### src/rtl/wb_trace_buffer_pkg.sv
// Shared types for the write-back trace buffer: FSM state encoding.
// The entry layout is parameter-dependent, so it is declared in the top.
package wb_trace_pkg;

  localparam int STATE_W = 2;

  typedef enum logic [STATE_W-1:0] {
    ST_IDLE   = 2'd0,
    ST_ARMED  = 2'd1,
    ST_POST   = 2'd2,
    ST_FROZEN = 2'd3
  } state_e;

endpackage

### src/rtl/wb_trace_buffer_ram.sv
// Simple dual-port trace storage: one write port, one registered read port.
// The read register holds its value between reads and resets to zero.
module wb_trace_ram #(
  parameter int W     = 37,
  parameter int DEPTH = 64
) (
  input  logic                     clk,
  input  logic                     rst_n,
  input  logic                     we,
  input  logic [$clog2(DEPTH)-1:0] waddr,
  input  logic [W-1:0]             wdata,
  input  logic                     re,
  input  logic [$clog2(DEPTH)-1:0] raddr,
  output logic [W-1:0]             rdata
);

  logic [W-1:0] mem [DEPTH];

  always_ff @(posedge clk) begin
    if (we) mem[waddr] <= wdata;
  end

  always_ff @(posedge clk or negedge rst_n) begin
    if (!rst_n)  rdata <= '0;
    else if (re) rdata <= mem[raddr];
  end

endmodule

### src/rtl/wb_trace_buffer.sv
// Write-back trace capture with arm/trigger/freeze control and pop readout.
// Define WB_TRACE_TIMESTAMP_EN to store a cycle timestamp per entry (rd_ts).
module wb_trace_buffer
  import wb_trace_pkg::*;
#(
  parameter int DATA_W    = 32,
  parameter int REG_W     = 5,
  parameter int DEPTH     = 64,
  parameter int POST_TRIG = 8,
  parameter int TS_W      = 16
) (
  input  logic                     clk,
  input  logic                     rst_n,
  input  logic                     arm,
  input  logic                     disarm,
  input  logic                     wrap_mode,
  input  logic                     trig_en,
  input  logic [DATA_W-1:0]        trig_value,
  input  logic                     wb_vld,
  input  logic [REG_W-1:0]         wb_reg,
  input  logic [DATA_W-1:0]        wb_data,
  input  logic                     rd_req,
  output logic                     rd_vld,
  output logic [REG_W-1:0]         rd_reg,
  output logic [DATA_W-1:0]        rd_data,
  output logic [$clog2(DEPTH):0]   count,
  output logic [STATE_W-1:0]       state,
  output logic                     overflow,
  output logic                     triggered
`ifdef WB_TRACE_TIMESTAMP_EN
  ,
  output logic [TS_W-1:0]          rd_ts
`endif
);

  localparam int PTR_W = $clog2(DEPTH);
  localparam int CNT_W = PTR_W + 1;

  if (DEPTH < 4 || (DEPTH & (DEPTH - 1)) != 0) begin : g_bad_depth
    $error("DEPTH must be a power of two and at least 4");
  end
  if (POST_TRIG < 0 || POST_TRIG >= DEPTH) begin : g_bad_post
    $error("POST_TRIG must be in 0..DEPTH-1");
  end
  if (TS_W < 1) begin : g_bad_ts
    $error("TS_W must be at least 1");
  end

  typedef struct packed {
`ifdef WB_TRACE_TIMESTAMP_EN
    logic [TS_W-1:0]   ts;
`endif
    logic [REG_W-1:0]  rix;
    logic [DATA_W-1:0] data;
  } entry_t;

  state_e           st_q, st_d;
  logic [PTR_W-1:0] wr_ptr, rd_ptr, post_cnt;
  logic [CNT_W-1:0] cnt;
  logic             capture, full, do_write, trig_hit, post_done, rd_fire;
  entry_t           wr_ent, rd_ent;

  // FSM: state register
  always_ff @(posedge clk or negedge rst_n) begin
    if (!rst_n) st_q <= ST_IDLE;
    else        st_q <= st_d;
  end

  // FSM: next state; arm beats disarm beats trigger/post completion
  always_comb begin
    st_d = st_q;
    if (arm)                                st_d = ST_ARMED;
    else if (disarm && st_q != ST_FROZEN)   st_d = ST_FROZEN;
    else begin
      case (st_q)
        ST_ARMED: if (trig_hit)  st_d = (POST_TRIG == 0) ? ST_FROZEN : ST_POST;
        ST_POST:  if (post_done) st_d = ST_FROZEN;
        default:  ;
      endcase
    end
  end

  // FSM: decoded enables
  always_comb begin
    capture   = (st_q == ST_ARMED || st_q == ST_POST) && wb_vld && !arm && !disarm;
    full      = (cnt == CNT_W'(DEPTH));
    do_write  = capture && (!full || wrap_mode);
    trig_hit  = (st_q == ST_ARMED) && capture && trig_en && (wb_data == trig_value);
    post_done = (st_q == ST_POST) && capture && (post_cnt == PTR_W'(1));
    rd_fire   = (st_q == ST_FROZEN) && rd_req && (cnt != '0) && !arm;
  end

  always_ff @(posedge clk or negedge rst_n) begin
    if (!rst_n) begin
      wr_ptr    <= '0;
      rd_ptr    <= '0;
      cnt       <= '0;
      post_cnt  <= '0;
      overflow  <= 1'b0;
      triggered <= 1'b0;
      rd_vld    <= 1'b0;
    end else begin
      rd_vld <= rd_fire;
      if (arm) begin
        wr_ptr    <= '0;
        rd_ptr    <= '0;
        cnt       <= '0;
        overflow  <= 1'b0;
        triggered <= 1'b0;
      end else begin
        // wrap overwrite advances the read pointer past the lost oldest entry
        if (do_write) begin
          wr_ptr <= wr_ptr + 1'b1;
          if (full) rd_ptr <= rd_ptr + 1'b1;
          else      cnt    <= cnt + 1'b1;
        end
        if (capture && full) overflow <= 1'b1;
        if (rd_fire) begin
          rd_ptr <= rd_ptr + 1'b1;
          cnt    <= cnt - 1'b1;
        end
        if (trig_hit) begin
          triggered <= 1'b1;
          post_cnt  <= PTR_W'(POST_TRIG);
        end else if (st_q == ST_POST && capture) begin
          post_cnt  <= post_cnt - 1'b1;
        end
      end
    end
  end

`ifdef WB_TRACE_TIMESTAMP_EN
  logic [TS_W-1:0] ts_q;

  always_ff @(posedge clk or negedge rst_n) begin
    if (!rst_n)   ts_q <= '0;
    else if (arm) ts_q <= '0;
    else          ts_q <= ts_q + 1'b1;
  end

  assign wr_ent.ts = ts_q;
  assign rd_ts     = rd_ent.ts;
`endif

  assign wr_ent.rix  = wb_reg;
  assign wr_ent.data = wb_data;

  wb_trace_ram #(
    .W     ($bits(entry_t)),
    .DEPTH (DEPTH)
  ) u_ram (
    .clk   (clk),
    .rst_n (rst_n),
    .we    (do_write),
    .waddr (wr_ptr),
    .wdata (wr_ent),
    .re    (rd_fire),
    .raddr (rd_ptr),
    .rdata (rd_ent)
  );

  assign rd_reg  = rd_ent.rix;
  assign rd_data = rd_ent.data;
  assign count   = cnt;
  assign state   = st_q;

endmodule

### config.mk
export PLATFORM = sky130hd
export DESIGN_NAME = wb_trace_buffer
export DESIGN_NICKNAME = d
export VERILOG_FILES = /design/src/rtl/wb_trace_buffer_pkg.sv /design/src/rtl/wb_trace_buffer_ram.sv /design/src/rtl/wb_trace_buffer.sv
export SDC_FILE = /design/constraint.sdc
export NUM_CORES = 2
export LEC_CHECK = 0
export BUFFER_PORTS_ARGS = -buffer_cell sky130_fd_sc_hd__buf_2
export CAP_MARGIN = 20
export CORE_MARGIN = 1
export CORE_UTILIZATION = 50
export CTS_BUF_LIST = sky130_fd_sc_hd__clkbuf_2 sky130_fd_sc_hd__clkbuf_4 sky130_fd_sc_hd__clkbuf_8
export CTS_CLUSTER_DIAMETER = 60
export DETAILED_ROUTE_END_ITERATION = 10
export GPL_TIMING_DRIVEN = 0
export PLACE_DENSITY = 0.68
export SYNTH_ARGS = -nofsm -noshare
export SYNTH_HDL_FRONTEND = slang
export SYNTH_SLANG_ARGS = --single-unit
### constraint.sdc
create_clock -name clk -period 3.98 [get_ports clk]
set_input_delay 0.199 -clock clk [delete_from_list [all_inputs] [get_ports clk]]
set_output_delay 0.199 -clock clk [all_outputs]
set_load 0.1 [all_outputs]
==> implementation parameters <==
Parameter                              Value

Floorplanning
  Die outline area ... 0.189 mm^2
  # IOs ... 126
  Row Count ... 158
  Vertical die dimension ... 435 um
  Core region area ... 0.186 mm^2
  Die extent in x ... 435 um
  Starting density of the core ... 0.505

Timing
  Peak clock frequency supported by timing ... 239 MHz
  Count of endpoints failing hold in the final timing report ... 0
  Worst setup margin ... -202 ps
  Min Tclk post-route ... 4180 ps
  Final setup violation count ... 124
  Worst slew margin ... 0.183
  Post-Route Skew ... 124 ps
  Final cycle utilization of the critical path ... 1.05
  Total count of max-transition violations in the final report ... 0
  Setup TNS after final layout ... -12140 ps
  Transition time of the tightest slew-check pin ... 1230 ps
  Setup repair after global routing missed its margin ... yes
  Tightest hold margin ... 39.9 ps

Yosys
  Xor and xnor fraction of the mapped netlist area ... 0.00467
  Synth area leader ... sky130_fd_sc_hd__edfxtp_1
  Number of enable-type register cells in the synthesized netlist ... 2368
  Leading register cell type out of synthesis ... sky130_fd_sc_hd__edfxtp_1
  FF+latch count, synth ... 2435
  Average size of a mapped cell ... 21.4 um^2
  Largest family of logic cells by synthesized area ... multiplexers
  Async S/R FF share, synth ... 0.0275
  Sequential cell area fraction in the yosys report ... 0.776
  Adder-cell area share of the yosys netlist ... 0.00181
  Post-synthesis mux area share ... 0.155
  Main area contributors after synthesis ... sky130_fd_sc_hd__edfxtp_1, sky130_fd_sc_hd__mux4_2, sky130_fd_sc_hd__mux2i_1
  Cell Area, Synth ... 0.0938 mm^2
  Top-area cell type share of the netlist area ... 0.758
  YS warnings ... 0
  Compound-cell area share of the yosys netlist ... 0.0318
  Post-synth net total ... 4478
  Instance count of the mapped netlist ... 4388
  Post-synth cell types ... 63
  Post-Synth Simple-Gate Area ... 0.0179

Critical path
  Critical path fanouts, max ... 19
  Cell-by-cell trace of the critical path ... inv_1 > ha_1 > or4b_1 > a41oi_2 > and2_1 > nand2_1 > nor2_4 > buf_12 > buf_12
  Slowest stage cell on the critical path ... sky130_fd_sc_hd__nand2_1
  Worst endpoint required time ... 4670 ps
  Crit Path Class ... flip-flop to flip-flop
  Critical Path Max Stage Delay ... 640 ps
  CP arrival ... 4870 ps
  Startpoint types ... flip-flop
  Cell repeated most along the worst path ... sky130_fd_sc_hd__buf_12
  Element type at the critical path end ... flip-flop

Cells and area
  Leading cell type in the layout, fill and taps excluded ... sky130_fd_sc_hd__edfxtp_1
  Post-route insts no fill ... 8011
  Area Overhead vs Synth ... 18.3%
  Total Nets Final ... 5323
  Fillers ... 13000
  Utilization after layout ... 0.597
  Area used by multi-input combinational logic ... 0.0206 mm^2
  FF/Latch Area ... 0.0728 mm^2
  Fraction of layout instances using a drive strength above 1 ... 0.316
  Highest-count cells in the layout ignoring fill and taps ... sky130_fd_sc_hd__edfxtp_1, sky130_fd_sc_hd__mux4_2, sky130_fd_sc_hd__clkbuf_8

Drt
  Vias per cell ... 6.59
  Total Routed Length ... 302000 um
  Number of nets still failing antenna checks after routing ... 0
  Initial DRT Pass Iterations ... 9
  Vias after detailed routing ... 52800
  Count of unresolved DRC violations after routing ... 0
  Average detailed-routed wire length per instance ... 37.7 um
  Drt initial violations ... 8428

Clock network
  Clock transition at the registers of the reported paths ... 70 ps
  TritonCTS clock tree ... yes
  CTS buffer count ... 390
  Clk sink count ... 2435
  Number of H-tree levels ... 5
  Deepest clock path buffer count ... 4
  Root buffer cell ... sky130_fd_sc_hd__clkbuf_8
  Source-to-sink clock delay at the later pin of the worst-skew pair ... 1120 ps

GRT
  Via count of the first global-routing pass ... 51400
  Remaining global-route overflow ... 0
  Combined global-route utilization of all metal layers ... 0.315
  Maximum number of pins on one net before global-route repair ... 66
  Wire length of the first global-routing pass ... 407000 um
  Number of antenna violations at the first check in global routing ... 5

Place
  Post-DP HPWL ... 200000 um
  I/O Buffers ... 124
  Number of placed instances with taps included ... 7153
  Placer Congestion ... 0.897

Job
  Max capacitance violation total ... 0

Run status
  Violations in the final reports ... negative setup slack
  Run status ... finished, violations left

Worst hold path
  Worst min-delay path category ... input port to flip-flop

Pwr
  Maximum vdd ir drop ... 0.703 mV
  Leakage ... 34.7 nW
  Power per cell area ... 489 mW/mm^2
==> final timing paths <==
check | depth (start not counted) | endpoint | from | slack, ps
min reg2reg | 1 | u_ram.rdata[6] | u_ram.rdata[6] | 490
min in group asynchronous | 4 | overflow | rst_n | 180
max | 9 | u_ram.mem[35][7] | state[0] | -200
min | 2 | u_ram.mem[1][0] | wb_data[0] | 40
max in group asynchronous | 4 | u_ram.rdata[35] | rst_n | 3330
max reg2reg | 9 | u_ram.mem[35][7] | state[0] | -200
==> critical path, delay by kind of cell, from the launching register on <==
| family | cells | cell delay (ps) |
|---|---|---|
| and+or+nand+nor | 4 | 1930 |
| AOI/OAI and AO/OA | 1 | 460 |
| adders and majority gates | 1 | 340 |
| buffers and inverters | 3 | 480 |
| DFF | 1 | 410 |
==> per-stage QoR <==
| step | power, mW | setup slack [ps] | instance area, um^2 |
|---|---|---|---|
| 6_report | 54.2 | -202 | 111000 |
| 5_1_grt | 55.5 | -214 | 111000 |
| 4_1_cts | 54.2 | -64.6 | 110000 |
| 3_5_place_dp | 33.6 | -945 | 101000 |
| 3_3_place_gp | 33.4 | -1910 | 97700 |
| 2_1_floorplan | 31.9 | -71.2 | 94000 |
==> logic make-up (layout without fill, tap and decap cells) <==
family | count (synthesis) | after routing
buffers and inverters | 257 | 1391
and+or+nand+nor | 355 | 360
AOI/OAI and AO/OA | 430 | 430
muxes | 848 | 848
adders and majority gates | 13 | 13
DFF | 2435 | 2435
other | 0 | 4
xor gates and xnor gates | 50 | 50
==> cell usage after synthesis (8+ instances only) <==
library cell,n
sky130_fd_sc_hd__a31oi_1,22
sky130_fd_sc_hd__mux4_2,482
sky130_fd_sc_hd__o21ai_0,70
sky130_fd_sc_hd__mux2i_1,344
sky130_fd_sc_hd__and3_1,17
sky130_fd_sc_hd__mux2_2,22
sky130_fd_sc_hd__xor2_1,20
sky130_fd_sc_hd__nor2b_1,13
sky130_fd_sc_hd__nand3_1,48
sky130_fd_sc_hd__edfxtp_1,2368
sky130_fd_sc_hd__a2111oi_0,25
sky130_fd_sc_hd__dfrtp_1,67
sky130_fd_sc_hd__a211o_1,15
sky130_fd_sc_hd__buf_4,34
sky130_fd_sc_hd__o221ai_1,32
sky130_fd_sc_hd__a22oi_1,52
sky130_fd_sc_hd__clkbuf_1,110
sky130_fd_sc_hd__a21oi_1,62
sky130_fd_sc_hd__buf_2,70
sky130_fd_sc_hd__nand2_1,92
sky130_fd_sc_hd__nor2_1,122
sky130_fd_sc_hd__ha_1,12
sky130_fd_sc_hd__nor3_1,13
sky130_fd_sc_hd__inv_1,11
sky130_fd_sc_hd__a22o_1,16
sky130_fd_sc_hd__buf_1,29
sky130_fd_sc_hd__a211oi_1,26
sky130_fd_sc_hd__o2111ai_1,14
sky130_fd_sc_hd__o22ai_1,53
sky130_fd_sc_hd__xnor2_1,30
sky130_fd_sc_hd__o211ai_1,8
sky130_fd_sc_hd__nand4_1,11
==> cell type report <==
cell class,count,share of cell area
inverters,12,0.000406
plain buffers,241,0.0117
well taps,2480,0.0280
diodes,4,0.0000902
multi-input cells,1701,0.185
flip-flops and latches,2435,0.656
clock buffers,550,0.0605
clock inverters,136,0.00709
repair buffers,452,0.0511
==> layer usage <==
layer	part of all wire	vias to the layer above	GRT usage
met5	0.00011	-	0
met4	0.069	4	0.187
met3	0.13	940	0.0880
met2	0.45	4350	0.478
met1	0.34	27300	0.408
li1	-	20200	-
==> report_power, final <==
group          leakage [nW]  total (mW)  switching (mW)  internal, mW
Clock                  3.98        21.1            9.77          11.3
Combinational          8.56        4.54            3.27          1.28
Sequential             22.1        28.6           0.307          28.3
==> flip-flops by register name, summed over array words and instances (netlist names) <==
| name | flops |
|---|---|
| u_ram.mem | 2368 |
| u_ram.rdata | 37 |
| overflow | 1 |
| rd_vld | 1 |
| triggered | 1 |
| post_cnt | 6 |
| count | 7 |
| state | 2 |
| wr_ptr | 6 |
| rd_ptr | 6 |
==> what timing repair did <==
action / in CTS / in global routing
gates cloned: 5 / 0
pin swaps: 44 / 7
endpoints found under the setup margin: 1379 / 291
hold buffers: 72 / 2
endpoints found under the hold margin: 2433 / 4
setup buffers: 63 / 11
resized for setup: 90 / 33
(Power assumes the default switching activity.)
